`src/rtl/lsu_pkg.sv`:
```
// lsu_pkg: shared definitions for the memory-stage load/store unit.
//   - funct3 encodings for the RV32I load/store sizes
//   - fault codes reported on FaultM
//   - FSM state encoding (also driven out on the debug state port)
package lsu_pkg;

    // Access size / sign encodings (funct3 of LB/LH/LW/LBU/LHU and SB/SH/SW)
    localparam logic [2:0] LS_B  = 3'b000;
    localparam logic [2:0] LS_H  = 3'b001;
    localparam logic [2:0] LS_W  = 3'b010;
    localparam logic [2:0] LS_BU = 3'b100;
    localparam logic [2:0] LS_HU = 3'b101;

    // Fault codes
    localparam logic [1:0] FAULT_NONE     = 2'b00;
    localparam logic [1:0] FAULT_MISALIGN = 2'b01;
    localparam logic [1:0] FAULT_TIMEOUT  = 2'b10;
    localparam logic [1:0] FAULT_ILLEGAL  = 2'b11;

    typedef enum logic [1:0] {
        LSU_IDLE = 2'd0,
        LSU_BUSY = 2'd1,
        LSU_DONE = 2'd2
    } lsu_state_t;

endpackage

```
`src/rtl/lsu_align.sv`:
```
// lsu_align: purely combinational helpers for the load/store unit.
//   Request side (current M-stage access):
//     memRead, memWrite  in   access type
//     funct3             in   size/sign
//     addr               in   byte address
//     writeData          in   rs2 store data
//     checkFault         out  FAULT_NONE / FAULT_MISALIGN / FAULT_ILLEGAL
//     byteEn             out  byte enables (1111 for loads)
//     laneData           out  store data replicated into the addressed lanes
//   Response side (latched access):
//     loadFunct3         in   funct3 captured at issue
//     loadOffset         in   byte offset captured at issue
//     rawData            in   raw memory word
//     loadData           out  selected and extended load value
module lsu_align
    import lsu_pkg::*;
(
    input  logic        memRead,
    input  logic        memWrite,
    input  logic [2:0]  funct3,
    input  logic [31:0] addr,
    input  logic [31:0] writeData,
    output logic [1:0]  checkFault,
    output logic [3:0]  byteEn,
    output logic [31:0] laneData,
    input  logic [2:0]  loadFunct3,
    input  logic [1:0]  loadOffset,
    input  logic [31:0] rawData,
    output logic [31:0] loadData
);

    logic        illegal;
    logic        misaligned;
    logic [31:0] shifted;

    // Legality and alignment. Illegal takes priority over misaligned because
    // an illegal funct3 has no meaningful alignment rule.
    always_comb begin
        illegal    = 1'b0;
        misaligned = 1'b0;
        if (memRead && memWrite) begin
            illegal = 1'b1;
        end else if (memRead) begin
            illegal = (funct3 == 3'b011) || (funct3 == 3'b110) || (funct3 == 3'b111);
        end else if (memWrite) begin
            illegal = !((funct3 == LS_B) || (funct3 == LS_H) || (funct3 == LS_W));
        end

        case (funct3)
            LS_H, LS_HU: misaligned = addr[0];
            LS_W:        misaligned = (addr[1:0] != 2'b00);
            default:     misaligned = 1'b0;
        endcase

        checkFault = FAULT_NONE;
        if (memRead || memWrite) begin
            if (illegal) begin
                checkFault = FAULT_ILLEGAL;
            end else if (misaligned) begin
                checkFault = FAULT_MISALIGN;
            end
        end
    end

    // Store lane steering. Data is replicated across the word so the byte
    // enables alone select which lanes memory actually writes.
    always_comb begin
        byteEn   = 4'b1111;
        laneData = 32'h0;
        if (memWrite) begin
            case (funct3)
                LS_B: begin
                    byteEn   = 4'b0001 << addr[1:0];
                    laneData = {4{writeData[7:0]}};
                end
                LS_H: begin
                    byteEn   = addr[1] ? 4'b1100 : 4'b0011;
                    laneData = {2{writeData[15:0]}};
                end
                default: begin
                    byteEn   = 4'b1111;
                    laneData = writeData;
                end
            endcase
        end
    end

    // Load extraction: shift the addressed byte/halfword down to bit 0,
    // then extend according to the latched funct3.
    assign shifted = rawData >> {loadOffset, 3'b000};

    always_comb begin
        case (loadFunct3)
            LS_B:    loadData = {{24{shifted[7]}}, shifted[7:0]};
            LS_H:    loadData = {{16{shifted[15]}}, shifted[15:0]};
            LS_BU:   loadData = {24'h0, shifted[7:0]};
            LS_HU:   loadData = {16'h0, shifted[15:0]};
            default: loadData = rawData;
        endcase
    end

endmodule

```
`src/rtl/load_store_unit.sv`:
```
// load_store_unit: M-stage load/store unit between the pipelined datapath and
// data memory.
//
// Ports:
//   clk, reset       pipeline clock, synchronous active-high reset
//   MemReadM         M-stage load request
//   MemWriteM        M-stage store request
//   Funct3M          access size/sign
//   AddrM            byte address
//   WriteDataM       store data (rs2)
//   LoadDataM        extended load data (registered)
//   StallLSU         holds F..M stages while an access is in flight (combinational)
//   FaultM           00 none, 01 misaligned, 10 bus timeout, 11 illegal
//   mem_req/we/addr/wdata/be   registered memory request
//   mem_ready        memory completes the access this cycle
//   mem_rdata        raw read word, valid with mem_ready
//   lsuState         FSM state, for debug/observation
//
// Memory handshake: mem_req is the request valid and mem_ready is the
// completion. mem_req rises on the edge leaving IDLE and stays high, with
// mem_we/addr/wdata/be stable, until the first cycle mem_ready is sampled
// high while BUSY (the access completes on that edge) or the timeout expires.
// mem_ready in any other state is ignored.
//
// TIMEOUT (2..255) is the number of BUSY cycles waited for mem_ready.
module load_store_unit
    import lsu_pkg::*;
#(
    parameter int TIMEOUT = 16
) (
    input  logic        clk,
    input  logic        reset,
    input  logic        MemReadM,
    input  logic        MemWriteM,
    input  logic [2:0]  Funct3M,
    input  logic [31:0] AddrM,
    input  logic [31:0] WriteDataM,
    output logic [31:0] LoadDataM,
    output logic        StallLSU,
    output logic [1:0]  FaultM,
    output logic        mem_req,
    output logic        mem_we,
    output logic [31:0] mem_addr,
    output logic [31:0] mem_wdata,
    output logic [3:0]  mem_be,
    input  logic        mem_ready,
    input  logic [31:0] mem_rdata,
    output lsu_state_t  lsuState
);

    lsu_state_t  state;
    lsu_state_t  nextState;

    logic [1:0]  checkFault;
    logic [3:0]  byteEn;
    logic [31:0] laneData;
    logic [31:0] loadData;

    logic [1:0]  offsetQ;
    logic [2:0]  funct3Q;
    logic [7:0]  countQ;
    logic [1:0]  faultQ;

    logic        reqValid;
    logic        accept;
    logic        timeoutHit;

    lsu_align u_align (
        .memRead    (MemReadM),
        .memWrite   (MemWriteM),
        .funct3     (Funct3M),
        .addr       (AddrM),
        .writeData  (WriteDataM),
        .checkFault (checkFault),
        .byteEn     (byteEn),
        .laneData   (laneData),
        .loadFunct3 (funct3Q),
        .loadOffset (offsetQ),
        .rawData    (mem_rdata),
        .loadData   (loadData)
    );

    assign reqValid   = MemReadM || MemWriteM;
    assign accept     = (state == LSU_IDLE) && reqValid && (checkFault == FAULT_NONE);
    assign timeoutHit = (countQ == 8'(TIMEOUT - 1));
    assign lsuState   = state;

    always_ff @(posedge clk) begin
        if (reset) begin
            state <= LSU_IDLE;
        end else begin
            state <= nextState;
        end
    end

    // Next state, stall and fault output. Misaligned/illegal faults are
    // reported straight from the IDLE check; the timeout fault is the
    // recorded code shown during DONE.
    always_comb begin
        nextState = state;
        StallLSU  = 1'b0;
        FaultM    = FAULT_NONE;
        case (state)
            LSU_IDLE: begin
                FaultM = checkFault;
                if (accept) begin
                    StallLSU  = 1'b1;
                    nextState = LSU_BUSY;
                end
            end
            LSU_BUSY: begin
                StallLSU = 1'b1;
                if (mem_ready || timeoutHit) begin
                    nextState = LSU_DONE;
                end
            end
            LSU_DONE: begin
                // The instruction advances this cycle; its request is still
                // visible but must not be issued again.
                FaultM    = faultQ;
                nextState = LSU_IDLE;
            end
            default: nextState = LSU_IDLE;
        endcase
    end

    // Request latches, timeout counter and load result.
    always_ff @(posedge clk) begin
        if (reset) begin
            mem_req   <= 1'b0;
            mem_we    <= 1'b0;
            mem_addr  <= 32'h0;
            mem_wdata <= 32'h0;
            mem_be    <= 4'h0;
            offsetQ   <= 2'b00;
            funct3Q   <= 3'b000;
            countQ    <= 8'h0;
            faultQ    <= FAULT_NONE;
            LoadDataM <= 32'h0;
        end else begin
            case (state)
                LSU_IDLE: begin
                    if (accept) begin
                        mem_req   <= 1'b1;
                        mem_we    <= MemWriteM;
                        mem_addr  <= {AddrM[31:2], 2'b00};
                        mem_wdata <= laneData;
                        mem_be    <= byteEn;
                        offsetQ   <= AddrM[1:0];
                        funct3Q   <= Funct3M;
                        countQ    <= 8'h0;
                        faultQ    <= FAULT_NONE;
                    end
                end
                LSU_BUSY: begin
                    if (mem_ready) begin
                        mem_req <= 1'b0;
                        if (!mem_we) begin
                            LoadDataM <= loadData;
                        end
                    end else if (timeoutHit) begin
                        mem_req   <= 1'b0;
                        LoadDataM <= 32'h0;
                        faultQ    <= FAULT_TIMEOUT;
                    end else begin
                        countQ <= countQ + 8'h1;
                    end
                end
                default: ;
            endcase
        end
    end

endmodule

```
`config.mk`:
```
export PLATFORM = sky130hd
export DESIGN_NAME = load_store_unit
export DESIGN_NICKNAME = d
export VERILOG_FILES = /design/src/rtl/lsu_pkg.sv /design/src/rtl/lsu_align.sv /design/src/rtl/load_store_unit.sv
export SDC_FILE = /design/constraint.sdc
export NUM_CORES = 1
export LEC_CHECK = 0
export CAP_MARGIN = 20
export CORE_UTILIZATION = 25
export DETAILED_ROUTE_END_ITERATION = 8
export HOLD_SLACK_MARGIN = 0.1
export PLACE_DENSITY_LB_ADDON = 0.05
export SYNTH_ARGS = -nofsm -noshare
export SYNTH_HDL_FRONTEND = slang
export SYNTH_SLANG_ARGS = --single-unit
```
`constraint.sdc`:
```
create_clock -name clk -period 1.66 [get_ports clk]
set_input_delay 0.166 -clock clk [delete_from_list [all_inputs] [get_ports clk]]
set_output_delay 0.166 -clock clk [all_outputs]
set_load 0.005 [all_outputs]
```
**Word-level counts from Yosys, hierarchy flattened**

Cells that the tools add are included.

- Input bits: 104
- Register bits after elaboration: 117
- Output and inout port bits: 107
- Word-level logic and storage cells: 91

- Equality and inequality tests: 19
- $add $sub $neg: 1
- Mux-type cells: 34
- Reduce and logical (&&, ||, !) cells: 24
- Shift operators: 2

Operator list:

| operator | count |
|---|---|
| $mux W32 | 4 |
| $pmux W32 S4 | 1 |
| $pmux W32 S2 | 1 |
| $shr A32 B5 Y16 | 1 |
| $mux W8 | 3 |
| $pmux W8 S2 | 1 |
| $eq A3 B3 Y1 const B | 5 |
| $mux W2 | 7 |
| $ne A2 B2 Y1 const B | 6 |
| $pmux W2 S2 | 3 |
| $add A8 B1 Y8 const B | 1 |
| $eq A8 B4 Y1 const B | 1 |
| $mux W1 | 8 |
| $mux W4 | 2 |
| $pmux W4 S2 | 1 |
| $reduce_and A4 Y1 | 2 |
| $eq A3 B1 Y1 const B | 2 |
| $eq A3 B2 Y1 const B | 2 |
| $logic_not A3 Y1 | 2 |
| $logic_or A1 B1 Y1 | 6 |
| $pmux W1 S2 | 3 |
| $reduce_and A3 Y1 | 2 |
| $reduce_bool A2 Y1 | 3 |
| $logic_not A2 Y1 | 2 |
| other kinds (8) | 11 |

**Longest topological paths before layout**

- Depth after elaboration: 13
- Depth in mapped cells: 8
- Mapped depth without buffers: 5

**Cells and area by module**

A second synthesis with hierarchy kept.

- Cells, all modules: 687
- Area, all modules: 5442.7 µm²

Modules (own cells, without submodules):

| module | times used | area an instance (µm²) | sequential area each (µm²) | cells an instance |
|---|---|---|---|---|
| load_store_unit | 1 | 4152.7 | 2322.2 | 465 |
| lsu_align | 1 | 1290.0 | 0.0 | 222 |

**Least setup slack after synthesis**

Ideal clock, no wire load.

- Kind: flip-flop to flip-flop
- Start: register countQ[4]
- End: register LoadDataM[24]
- Library setup time: 0.122 ns
- Slack: -0.148 ns
- Period minus slack after synthesis: 1.808 ns
- Cell stages (with the launch flop): 6
- Buffers on the path: 1
- Arrival time: 1.687 ns
- Data required time: 1.538 ns
- Cell sequence: dfxtp_1 -> or4_4 -> o31ai_4 -> a21oi_2 -> buf_6 -> a221o_1

- Cells in the longest elaborated chain, start to end: 3

Ends and longest elaborated chain:

| element | line | source |
|---|---|---|
| start, declared | load_store_unit.sv:61 | `logic [7:0] countQ;` |
| start signal, assigned | load_store_unit.sv:166 | `countQ <= countQ + 8'h1;` |
| $eq A8 B4 Y1 | load_store_unit.sv:85 | `assign timeoutHit = (countQ == 8'(TIMEOUT - 1));` |
| $reduce_bool A2 Y1 (no line) | - |  |
| $reduce_and A3 Y1 (no line) | - |  |
| end signal, assigned | load_store_unit.sv:159 | `LoadDataM <= loadData;` |
| end, declared | load_store_unit.sv:38 | `output logic [31:0] LoadDataM,` |

No other way between the ends.
A chain may end at the register's enable or synchronous reset.

**Worst setup path after layout**

- Start: register countQ[5]
- End: register LoadDataM[20]

The elaborated chain is that of the path after synthesis.

==> flow_summary.json <==
{
  "outcome": "complete, but fails checks",
  "violations": "negative setup slack",
  "clkLatencyLatePin_ps": 420,
  "worst-setup-path-type": "reg -> reg",
  "routed_wirelength_um": 21700,
  "fin_crit_sh": 1.12,
  "avgSynthCellArea_sq_um": 9.21,
  "period_needed_ps": 1860,
  "slowest_stage": "or4_4",
  "core-area_sq_um": 21900,
  "drive_gt1_frac": 0.211,
  "max_freq_mhz": 538,
  "slew_headroom": 0.661,
  "setup_tns_ps": -4340,
  "crit_path_end_kind": "register",
  "worstPathArrival_ps": 2160,
  "yosysMostFrequentCell": "dfxtp_1",
  "cts_buffer_depth": 2,
  "overflow": 0,
  "synthAdderAreaFrac": 0.00223,
  "rrSetupSlack_ps": -200,
  "synth-simple-area-share": 0.122,
  "clock_sinks": 116,
  "yosys_warnings": 0,
  "placed_cells": 1109,
  "rsz0062_at_grt": "true",
  "synth_edf_count": 0,
  "syn_inst": 608,
  "drt_iter0_markers": 226,
  "cp_max_fo": 6,
  "finalSetupViolations": 27,
  "grt_pass1_wl_um": 32400,
  "swShare": 0.286,
  "cap_violations": 0,
  "synthXorXnorAreaFrac": 0.00782,
  "finalHoldViolCount": 0,
  "p_seq_frac": 0.366,
  "cp_data_required_time_ps": 1960,
  "firstDrtPassIters": 4,
  "finalWeightedCongestion": 0.830,
  "dp_hpwl_um": 15400,
  "r2r_cells": 5,
  "final_nets": 963,
  "via_count": 6013,
  "synth_top_family_by_area": "compound AO/OA/AOI/OAI gates",
  "powerDensity_nw_per_um2": 900,
  "cts_root_buf": "clkbuf_16",
  "grt_pass1_vias": 5950,
  "die_w_um": 152,
  "path_clk_slew_ps": 60,
  "min_path_type": "in -> reg",
  "start_util": 0.256,
  "hold_slack_ps": 284,
  "ys_types": 60,
  "skew_ps": 11.0,
  "pwr-share-comb": 0.220,
  "p_int_uw": 5980,
  "synth_compound_area_frac": 0.303,
  "synth_area_sq_um": 5600,
  "vdd.ir_drop.worst_mv": 0.704,
  "dieArea_sq_um": 23000,
  "wl_per_cell_um": 18.9,
  "fin_util": 0.425,
  "htree_levels": 4,
  "hold_start": "reset",
  "area_growth_pct": 66.2,
  "fin_cells": 1150,
  "ys_seq_elements": 116,
  "synthFlopType": "dfxtp_1",
  "power.share.clock": 0.414,
  "slew_viol_final": 0,
  "p_leak_uw": 0.00345,
  "synth.yosys.seq_area_share": 0.415,
  "via_per_inst": 5.23,
  "timing.rr.end": "LoadDataM[20]",
  "fin_ws_ps": -200,
  "num_rows": 54,
  "path_cells": "or4_4 -> o31ai_4 -> a21oi_4 -> buf_12 -> a221o_2",
  "pin_count": 211,
  "r2r_start": "countQ[5]",
  "cts_tree": "done",
  "cts_made_buffers": 17,
  "synthArstFlopShare": 0,
  "tightest_slew_ps": 508,
  "synth_top_area_frac": 0.415,
  "grt_max_degree": 42,
  "muxShareOfSynthArea": 0.0809,
  "antenna_found_initial": 1,
  "grt_usage": 0.184,
  "holdBufCountCts": 0,
  "synth_common_cells": "dfxtp_1, a21oi_1, o31ai_1",
  "power_switching_uw": 2390,
  "final_antenna_net_count": 0,
  "ys_top_cells_by_area": "dfxtp_1, o31ai_1, mux2i_1",
  "min_to": "lsuState[0]",
  "n_fill_cell": 2150,
  "port_buffers": 208,
  "drc": 0,
  "die_y_um": 152,
  "slowest_delay_ps": 560,
  "stdcell_area_sq_um": 9310,
  "yosys.area.top_type": "dfxtp_1",
  "postPlaceCellArea_sq_um": 8490,
  "worst_hold_path.num_cells": 3,
  "startpoint_type": "register",
  "antenna_cells": 0
}
==> per-stage QoR <==
| stage | setup WS, ps | power [uW] |
|---|---|---|
| final | -200 | 8370 |
| after global routing | -246 | 8750 |
| after CTS | -223 | 8420 |
| after detailed placement | -691 | 4890 |
| after global placement | -714 | 4870 |
| after floorplan | -148 | 3850 |
==> worst max-delay path, delay by kind of cell (launching register included) <==
family / cells / cell delay (ps)
AOI/OAI and AO/OA: 3 / 720
and+or+nand+nor: 1 / 560
DFF: 1 / 320
buffers and inverters: 1 / 160
==> final cells by class <==
type                    count  area (sq um)  share of cell area
clock buffers              17           425              0.0457
clock inverters            14           131              0.0141
inverters                  17          63.8             0.00686
multi-input cells         405          3060               0.329
flip-flops and latches    116          2330               0.250
well taps                 280           350              0.0376
repair buffers            301          2950               0.317
==> what timing repair did <==
item | CTS | global route
setup buffers | 3 | 4
gates resized for setup | 51 | 32
endpoints found under the setup margin | 99 | 64
gates cloned | 1 | 3
endpoints found under the hold margin | 0 | 0
pin swaps | 7 | 35
==> worst max path at each step <==
stage | slack [ps] | end | cells past startpoint | startpoint
3_3_place_gp | -710 | FaultM[0] | 6 | Funct3M[2]
2_1_floorplan | -150 | LoadDataM[24] | 5 | countQ[4]
5_1_grt | -250 | LoadDataM[20] | 5 | countQ[5]
4_1_cts | -220 | LoadDataM[20] | 5 | countQ[4]
3_5_place_dp | -690 | FaultM[0] | 6 | Funct3M[2]
6_report | -200 | LoadDataM[20] | 5 | countQ[5]
==> power groups by stage <==
stage | sequential (uW) | clock (uW) | combinational, uW
after floorplan | 3110 | 0 | 738
after global placement | 3120 | 0 | 1750
after detailed placement | 3120 | 0 | 1760
after CTS | 3070 | 3560 | 1790
after global routing | 3090 | 3680 | 1980
final | 3070 | 3470 | 1840
==> layout by cell type, fill, tap and decap left out, types with 13 or more instances in the layout <==
cell type,count
a21oi_1,50
a221o_1,20
a22oi_1,13
buf_4,75
clkbuf_16,19
clkdlybuf4s50_1,195
dfxtp_1,113
inv_1,16
mux2i_1,34
nand2_1,22
nand4_1,32
o21ai_0,28
o311ai_1,15
o31ai_1,49
==> cells by family (layout without fill, tap and decap cells) <==
logic type | after synthesis | count (layout)
flops | 116 | 116
xor+xnor | 5 | 5
simple gates | 121 | 121
buf+inv | 88 | 349
compound gates | 232 | 232
mux | 44 | 44
fa+ha+maj | 1 | 1
other cells | 1 | 2
==> layer usage <==
metal,vias up,part of all wire,track usage,routed length [um]
li1,2866,-,-,-
met1,2921,0.42,0.213,9100
met2,195,0.50,0.320,10800
met3,29,0.061,0.0521,1320
met4,2,0.021,0.0688,455
met5,-,0.00060,0,13
==> flip-flops by register name, indices dropped and copies added, names as in the netlist <==
name       count
mem_we         1
mem_be         4
lsuState       2
mem_req        1
LoadDataM     32
faultQ         1
countQ         8
mem_wdata     32
mem_addr      30
offsetQ        2
funct3Q        3
Power figures use the tool's default switching activity.
==> variant (same flow settings) <==
Make the reset (`reset`) asynchronous in 2 clocked blocks. Comments in the files are not updated.
--- a/src/rtl/load_store_unit.sv
+++ b/src/rtl/load_store_unit.sv
@@ -85,7 +85,7 @@
     assign timeoutHit = (countQ == 8'(TIMEOUT - 1));
     assign lsuState   = state;
 
-    always_ff @(posedge clk) begin
+    always_ff @(posedge clk or posedge reset) begin
         if (reset) begin
             state <= LSU_IDLE;
         end else begin
@@ -125,7 +125,7 @@
     end
 
     // Request latches, timeout counter and load result.
-    always_ff @(posedge clk) begin
+    always_ff @(posedge clk or posedge reset) begin
         if (reset) begin
             mem_req   <= 1'b0;
             mem_we    <= 1'b0;
Formal check against the unedited RTL: differs if reset is asserted again (counterexample within 4 cycles, from zero or initial values and one cycle with reset high); with reset held inactive, the same outputs for 4 cycles.
==> variant against the unedited design <==
  * The flow finishes with violations (DRC, setup timing)
  * Cell area rose by 4.7%
  * Wire length fell by 9.4%
  * Sequential cell count did not move
  * Setup slack improved by 0.026 ns
  * Area after synthesis rose by 1.3%
  * Utilization rose by 1.7 points
Power is not compared: it rests on default switching activity, and its combinational part moved more than twofold at a synthesized area within 25%.
==> variant: results (changes against the unedited design) <==
result of the run=complete, but fails checks; violations in the final reports=DRC, setup timing; maximum number of pins on one net before global-route repair=67 (+60%); placer's final routability congestion estimate=0.7739 (-6.8%); non-clock buffer count=286 (-5.0%); met1 wire length=8674 um (-4.7%); Clock Skew=0.01130 ns (+0.0003062 ns); top cell types by occurrence after synthesis=sky130_fd_sc_hd__dfrtp_1 (116), sky130_fd_sc_hd__nand2_1 (72), sky130_fd_sc_hd__mux2_1 (48), sky130_fd_sc_hd__mux2i_1 (42), sky130_fd_sc_hd__inv_1 (32); met1 usage=0.2064 (-0.006656); synthesis-to-layout area growth=71.77%; detailed-route wire length per cell=18.30 um (-3.0%); number of flip-flops and latches=116 (unchanged); WL met3=1469 um (+12%); Pre-antenna DRT Iters=9 (+5); DRC marker count from the first detailed-route iteration=215 (-4.9%); Final Setup Violations=107 (+300%); proportion of synthesized chip area in sequential cells=0.5117 (+0.09694); Detailed Place HPWL=13,410 um (-13%); data arrival time of the worst path=2.18 ns (+0.02 ns); clock buffer instance count of the final layout=21 (+4); detailed-route DRC error count=1 (+1); worst setup margin=-0.1745 ns (+0.02583 ns); count of different cell masters after synthesis=54 (-10%); Post-Synth XOR/XNOR Area=0.003088 (-0.004733); count of inverters not on the clock network in the layout=32 (+15); top post-synthesis cells by area=sky130_fd_sc_hd__dfrtp_1 (51%), sky130_fd_sc_hd__mux2_1 (9.5%), sky130_fd_sc_hd__mux2i_1 (7.4%), sky130_fd_sc_hd__nand2_1 (4.8%), sky130_fd_sc_hd__a22oi_1 (3.2%); maximum cell stage delay along the critical path=0.48 ns (-0.08 ns); compound-gate portion of the synthesized area=0.1251 (-0.1780); met3 track demand over resource=0.06229 (+0.01019); share of post-route cells with drive strength above 1=0.2711 (+0.05963); post-CTS setup buffer count=5 (+2); GR Util met2=0.2604 (-0.06008); Die ar.=23,300 um2 (+1.3%); final cell count without fillers=1,074 (-6.6%); vias in the first global route=5,301 (-11%); transition time at the pin with the least slew margin=0.5252 ns (+0.01687 ns); number of inserted filler cells in the final layout=2,049 (-4.7%); Detail Route met2 WL=9130 um (-16%); async set or reset register ratio after synthesis=1.000 (+1.000); first-pass GRT wire length=29,710 um (-8.4%); adder and majority cell fraction of the synthesized area=0.002206 (-0.00002908); Total Negative Setup Slacks=-8.270 ns (-3.931 ns)
## variant: power by group
part           switching [mW]  total [mW]  internal [mW]
Combinational            2.34        6.37           4.03
Sequential              0.778        4.76           3.98
Clock                    1.38        3.60           2.22
Total                    4.51        14.7           10.2
## variant: worst paths after layout
path | from | end | slack, ns | cells past startpoint
setup reg to reg | lsuState[1]$_DFFE_PP0P_ | countQ[6]$_DFFE_PP0P_ | -0.17 | 5
min in group clk | AddrM[0] | offsetQ[0]$_DFFE_PP0P_ | 0.27 | 3
max in group asynchronous | reset | mem_be[3]$_DFFE_PP0P_ | 1.09 | 3
hold reg to reg | LoadDataM[3]$_DFFE_PP0P_ | LoadDataM[3]$_DFFE_PP0P_ | 0.46 | 2
hold / removal | reset | LoadDataM[7]$_DFFE_PP0P_ | 0.20 | 3
setup / recovery | lsuState[1]$_DFFE_PP0P_ | countQ[6]$_DFFE_PP0P_ | -0.17 | 5
